[src/rtl/mole_game_core.sv]
// Whack-a-mole game engine: synchronised switch toggles score against LFSR-driven moles,
// with lives and an IDLE/PLAY/OVER state machine. Define STREAK_BONUS_EN for double-point streaks.
module mole_game_core #(
  parameter int          N_HOLES    = 8,
  parameter int          SCORE_W    = 8,
  parameter int          MOLE_TICKS = 4,
  parameter int          LIVES      = 3,
  parameter logic [15:0] LFSR_SEED  = 16'hACE1
) (
  input  logic               clk,
  input  logic               rst_n,
  input  logic               tick,
  input  logic               start,
  input  logic [N_HOLES-1:0] sw,
  output logic [N_HOLES-1:0] mole,
  output logic [SCORE_W-1:0] score,
  output logic [3:0]         lives,
  output logic [1:0]         state,
  output logic               game_over
);

  typedef enum logic [1:0] {
    S_IDLE = 2'b00,
    S_PLAY = 2'b01,
    S_OVER = 2'b10
  } state_t;

  localparam int TW = (MOLE_TICKS > 1) ? $clog2(MOLE_TICKS) : 1;
  localparam int EW = SCORE_W + 5;

  state_t             state_q,  state_d;
  logic [N_HOLES-1:0] sync1_q,  sync1_d;
  logic [N_HOLES-1:0] sync2_q,  sync2_d;
  logic [N_HOLES-1:0] prev_q,   prev_d;
  logic [N_HOLES-1:0] mole_q,   mole_d;
  logic [SCORE_W-1:0] score_q,  score_d;
  logic [3:0]         lives_q,  lives_d;
  logic [15:0]        lfsr_q,   lfsr_d;
  logic [TW-1:0]      timer_q,  timer_d;
`ifdef STREAK_BONUS_EN
  logic [2:0]         streak_q, streak_d;
  logic               in_round_q, in_round_d;
`endif

  logic [N_HOLES-1:0] toggle_w;
  logic [N_HOLES-1:0] hit_w;
  logic [N_HOLES-1:0] wrong_w;
  logic [N_HOLES-1:0] mole_left_w;
  logic [5:0]         hit_cnt_w;
  logic [5:0]         wrong_cnt_w;
  logic [5:0]         pts_w;
  logic [EW-1:0]      score_ext_w;
  logic [EW-1:0]      pts_ext_w;
  logic [EW-1:0]      wrong_ext_w;
  logic signed [EW-1:0] sum_w;
  logic [SCORE_W-1:0] score_sat_w;
  logic [15:0]        lfsr_next_w;
  logic [N_HOLES-1:0] new_mole_w;
  logic               miss_w;

  function automatic logic [5:0] popcnt(input logic [N_HOLES-1:0] v);
    logic [5:0] c;
    c = '0;
    for (int i = 0; i < N_HOLES; i++) begin
      c = c + {5'b0, v[i]};
    end
    return c;
  endfunction

  // Datapath shared by all states: toggle detection, scoring arithmetic, next pattern.
  always_comb begin
    sync1_d     = sw;
    sync2_d     = sync1_q;
    prev_d      = sync2_q;
    toggle_w    = sync2_q ^ prev_q;
    hit_w       = toggle_w & mole_q;
    wrong_w     = toggle_w & ~mole_q;
    mole_left_w = mole_q & ~hit_w;
    hit_cnt_w   = popcnt(hit_w);
    wrong_cnt_w = popcnt(wrong_w);
`ifdef STREAK_BONUS_EN
    pts_w       = (streak_q >= 3'd4) ? (hit_cnt_w << 1) : hit_cnt_w;
`else
    pts_w       = hit_cnt_w;
`endif
    score_ext_w       = '0;
    score_ext_w[SCORE_W-1:0] = score_q;
    pts_ext_w         = '0;
    pts_ext_w[5:0]    = pts_w;
    wrong_ext_w       = '0;
    wrong_ext_w[5:0]  = wrong_cnt_w;
    sum_w = $signed(score_ext_w) + $signed(pts_ext_w) - $signed(wrong_ext_w);
    if (sum_w < 0) begin
      score_sat_w = '0;
    end else if (sum_w > $signed({5'b0, {SCORE_W{1'b1}}})) begin
      score_sat_w = '1;
    end else begin
      score_sat_w = sum_w[SCORE_W-1:0];
    end
    lfsr_next_w = {1'b0, lfsr_q[15:1]} ^ (lfsr_q[0] ? 16'hB400 : 16'h0000);
    new_mole_w  = (lfsr_q[N_HOLES-1:0] == '0) ? N_HOLES'(1) : lfsr_q[N_HOLES-1:0];
    miss_w      = |mole_left_w;
  end

  always_comb begin
    state_d = state_q;
    mole_d  = mole_q;
    score_d = score_q;
    lives_d = lives_q;
    lfsr_d  = lfsr_q;
    timer_d = timer_q;
`ifdef STREAK_BONUS_EN
    streak_d   = streak_q;
    in_round_d = in_round_q;
`endif
    case (state_q)
      S_PLAY: begin
        score_d = score_sat_w;
        mole_d  = mole_left_w;
`ifdef STREAK_BONUS_EN
        if (wrong_w != '0) begin
          streak_d = 3'd0;
        end
`endif
        if (tick) begin
          if (timer_q == '0) begin
            // Hits are already removed from the old pattern, so the miss check is fair.
            if (miss_w && (lives_q != 4'd0)) begin
              lives_d = lives_q - 4'd1;
            end
            mole_d  = new_mole_w;
            timer_d = TW'(MOLE_TICKS - 1);
            lfsr_d  = lfsr_next_w;
`ifdef STREAK_BONUS_EN
            in_round_d = 1'b1;
            if (miss_w) begin
              streak_d = 3'd0;
            end else if (in_round_q && (wrong_w == '0) && (streak_q != 3'd7)) begin
              streak_d = streak_q + 3'd1;
            end
`endif
            if (miss_w && (lives_q == 4'd1)) begin
              state_d = S_OVER;
              mole_d  = '0;
            end
          end else begin
            timer_d = timer_q - TW'(1);
          end
        end
      end
      default: begin
        mole_d = '0;
        if (start) begin
          state_d = S_PLAY;
          score_d = '0;
          lives_d = 4'(LIVES);
          lfsr_d  = LFSR_SEED;
          timer_d = '0;
`ifdef STREAK_BONUS_EN
          streak_d   = 3'd0;
          in_round_d = 1'b0;
`endif
        end
      end
    endcase
  end

  always_ff @(posedge clk or negedge rst_n) begin
    if (!rst_n) begin
      state_q <= S_IDLE;
      sync1_q <= '0;
      sync2_q <= '0;
      prev_q  <= '0;
      mole_q  <= '0;
      score_q <= '0;
      lives_q <= 4'(LIVES);
      lfsr_q  <= LFSR_SEED;
      timer_q <= '0;
    end else begin
      state_q <= state_d;
      sync1_q <= sync1_d;
      sync2_q <= sync2_d;
      prev_q  <= prev_d;
      mole_q  <= mole_d;
      score_q <= score_d;
      lives_q <= lives_d;
      lfsr_q  <= lfsr_d;
      timer_q <= timer_d;
    end
  end

`ifdef STREAK_BONUS_EN
  always_ff @(posedge clk or negedge rst_n) begin
    if (!rst_n) begin
      streak_q   <= 3'd0;
      in_round_q <= 1'b0;
    end else begin
      streak_q   <= streak_d;
      in_round_q <= in_round_d;
    end
  end
`endif

  assign mole      = mole_q;
  assign score     = score_q;
  assign lives     = lives_q;
  assign state     = state_q;
  assign game_over = (state_q == S_OVER);

endmodule

[config.mk]
export PLATFORM = sky130hd
export DESIGN_NAME = mole_game_core
export DESIGN_NICKNAME = d
export VERILOG_FILES = /design/src/rtl/mole_game_core.sv
export SDC_FILE = /design/constraint.sdc
export NUM_CORES = 1
export LEC_CHECK = 0
export BUFFER_PORTS_ARGS = -buffer_cell sky130_fd_sc_hd__buf_2
export CAP_MARGIN = 25
export CORE_ASPECT_RATIO = 1.2
export CORE_MARGIN = 4
export CORE_UTILIZATION = 35
export DETAILED_ROUTE_END_ITERATION = 8
export GPL_TIMING_DRIVEN = 0
export SLEW_MARGIN = 20
export SYNTH_ARGS = -nofsm -noshare
export SYNTH_HDL_FRONTEND = slang
export SYNTH_SLANG_ARGS = --single-unit
export TNS_END_PERCENT = 50
[constraint.sdc]
create_clock -name clk -period 14.6 [get_ports clk]
set_input_delay 0 -clock clk [delete_from_list [all_inputs] [get_ports clk]]
set_output_delay 0 -clock clk [all_outputs]
set_load 0.005 [all_outputs]
==> impl_metrics.ini <==
[critical_path]
cp.depth = 20
cp_slowest_cell = fa_1
critical_path.max_stage_delay_ns = 0.54
reg2reg_to = score[0]
r2r_slack_ns = 9.38
cp_max_fo = 8
crit_top_cell = fa_1
path_delay_family = adder cells
cp-startpoint = prev_d[1]
path_cells = xor2_1, nand2_1, fa_1, inv_1, fa_1, inv_1, fa_1, inv_1, fa_1, fa_1, inv_1, ha_1, inv_1, fa_1, nor2b_1, o31a_2, o21ai_1, and4b_1, buf_2, a311oi_1
critPathCapture = score[0]
cp_num_buf_inv = 6
r2r_start = prev_d[1]
start_kind = flop
cp-end-kind = flop
required_ns = 14.85
rr_worst_depth = 20
worstPathArrival_ns = 5.47
critical_path_class = reg2reg

[logic_synthesis]
synth_edf_count = 0
syn_area_mm2 = 0.003232
postSynthAreaPerCell_um2 = 10.99
ys_seq_area_share_pct = 49.94
synth_nets = 332
ys.warnings.count = 0
dominantRegCellSynth = dfrtp_1
ys_ff_latch = 64
synthCells = 294
yosysUniqueCellTypes = 48
synthArstFlopShare_pct = 100.0

[sta]
tns_ns = 0
hold_viol = 0
skew_ns = 0.01096
finalCritPeriodShare_pct = 35.75
rsz0062_at_grt = false
relSlewSlack_pct = 64.36
fin_crit_ns = 5.220
worst_slew_pin_slew_ns = 0.5326
max_freq_ghz = 0.1916
setup_viol = 0
slew_viol_final = 0

[routing]
drc = 0
antenna_left = 0
vias_per_cell = 4.813
first_iter_violations = 85
num_vias = 2291
drt_wl_total_mm = 6.765
wire_per_inst_um = 14.21
first_pass_iters = 4

[cts]
root_buffer = clkbuf_8
cts_made_buffers = 9
postCtsResizedCells = 0
htreeDepth = 3
path_clk_slew_ns = 0.08
worstSkewPairLatency_ns = 0.35
cts.path.max_buffers = 2
numClockSinks = 64
cts_tree = built

[place]
dp.cells = 449
portBuffers = 34
dp_hpwl_mm = 4.974
gp_congestion = 0.8454

[pwr]
leakage_nw = 1.828
peakVddDrop_mv = 0.1006
p_per_area_mw_per_mm2 = 264.5

[finish]
drive_gt1_share_pct = 21.91
nFillCells = 890
syn2layout_area_growth_pct = 21.25
fin_nets = 389
antenna_cells = 0
final_cells = 476

[hold_path]
hold_class = in2async

[global_route]
grt_max_degree = 46
grt_pass1_wl_mm = 11.67
antenna_found_initial = 0
grt_pass1_vias = 2442
gr-usage-all-layers_pct = 14.25
grt.overflow.total = 0

[die]
die_area_mm2 = 0.01084
die_h_um = 113.3
rows = 38
ios = 35
dieWidth_um = 95.72
start_util_pct = 35.78
core_mm2 = 0.009034

[run_status]
outcome = completed

[run]
cap_violations = 0
## layer usage
metal	track usage [%]	vias up	part of all wire [%]
li1	-	1110	-
met1	16.63	1137	42
met2	24.17	31	52
met3	3.923	13	3.3
met4	6.167	0	2.2
met5	0	-	0
## placed cells by master (no fill, tap or decap), types with 3 or more instances in the layout
cell type and n:
dfrtp_1 54, nand2_1 42, buf_2 38, inv_1 29, nor2_1 18, a21oi_1 18
ha_1 14, fa_1 12, dlygate4sd3_1 11, dfstp_2 10, clkbuf_8 9, xnor2_1 8
nand2b_1 8, o22ai_1 7, xor2_1 6, a311oi_1 6, a22o_1 4, nor2b_1 3
or2_1 3, o22a_1 3, nand3_1 3, a211oi_2 3, o21ai_0 3, a211oi_1 3
## flip-flops by register name, indices dropped and copies added, names as in the netlist
name	cells
lfsr_q	16
mole	8
prev_d	8
prev_q	8
score	8
sync1_q	8
lives	4
state	2
timer_q	2
## kinds of logic after synthesis
logic type | count (synthesis) | share of synthesized area, %
xor+xnor | 16 | 4.801
simple gates | 87 | 12.74
compound gates | 62 | 14.32
buf+inv | 37 | 4.723
flops | 64 | 49.94
mux | 2 | 0.6195
fa+ha+maj | 26 | 12.85
## worst register-to-register path, cell delays in order (launching register included)
cell      delay [ns]
dfrtp_1         0.40
xor2_1          0.23
nand2_1         0.12
fa_1            0.54
inv_1           0.06
fa_1            0.49
inv_1           0.05
fa_1            0.50
inv_1           0.05
fa_1            0.50
fa_1            0.42
inv_1           0.06
ha_1            0.20
inv_1           0.07
fa_1            0.41
nor2b_1         0.16
o31a_2          0.18
o21ai_1         0.06
and4b_1         0.18
buf_2           0.17
a311oi_1        0.27
## where the power goes
group / total [mW] / switching, mW / internal (mW)
Combinational: 0.582 / 0.314 / 0.269
Sequential: 0.280 / 0.0388 / 0.241
Clock: 0.174 / 0.0766 / 0.0978
## worst min path at each step
stage / cells past startpoint / start / end
6_report: 2 / rst_n / sync1_q[4]
5_1_grt: 2 / rst_n / sync1_q[2]
4_1_cts: 2 / rst_n / sync1_q[4]
3_5_place_dp: 1 / rst_n / sync1_q[4]
3_3_place_gp: 1 / sw[1] / sync1_q[1]
2_1_floorplan: 0 / rst_n / lfsr_q[12]
## synth_stat cells, drive strengths merged (2+ instances only)
master,instances,area (um2)
ha,14,175.2
o22ai,7,43.79
a22o,4,35.03
o21ai,6,37.53
or2,3,18.77
a21o,2,15.01
a211oi,6,60.06
xor2,6,52.55
inv,29,108.9
o22a,3,26.28
and4,2,17.52
a21oi,19,106.4
xnor2,10,102.6
fa,12,240.2
nand2,42,157.7
nand2b,8,50.05
o211ai,2,15.01
dfstp,10,262.8
nor2b,3,18.77
buf,7,40.03
nand3,3,15.01
dfrtp,54,1351
nor2,18,67.56
mux2i,2,20.02
a311oi,6,52.55
## layout make-up
cell class | count | area (um2) | share of cell area, %
plain buffers | 8 | 43.79 | 1.117
clock buffers | 9 | 123.9 | 3.161
clock inverters | 7 | 102.6 | 2.618
inverters | 29 | 108.9 | 2.778
multi-input cells | 193 | 1465 | 37.39
flip-flops and latches | 64 | 1614 | 41.19
well taps | 120 | 150.1 | 3.831
repair buffers | 46 | 310.3 | 7.918
## through the flow
| step | cell area, um2 | hold slack (ns) | setup slack [ns] | total power [mW] | utilization, % |
|---|---|---|---|---|---|
| floorplan | 3232 | -0.2956 | 9.739 | 0.7231 | - |
| global placement | 3552 | 0.1078 | 9.436 | 0.8427 | 39.32 |
| detailed placement | 3582 | -0.1024 | 9.343 | 0.8673 | 39.65 |
| CTS | 3919 | 0.04674 | 9.324 | 1.049 | 43.38 |
| global route | 3919 | 0.08248 | 9.049 | 1.147 | 43.38 |
| finish | 3919 | 0.06317 | 9.380 | 1.036 | 43.38 |
## repair_timing
action                    CTS  global route
hold buffers               11             0
hold endpoints to repair   65             0
buffers inserted            0             0
(Power assumes the default switching activity.)
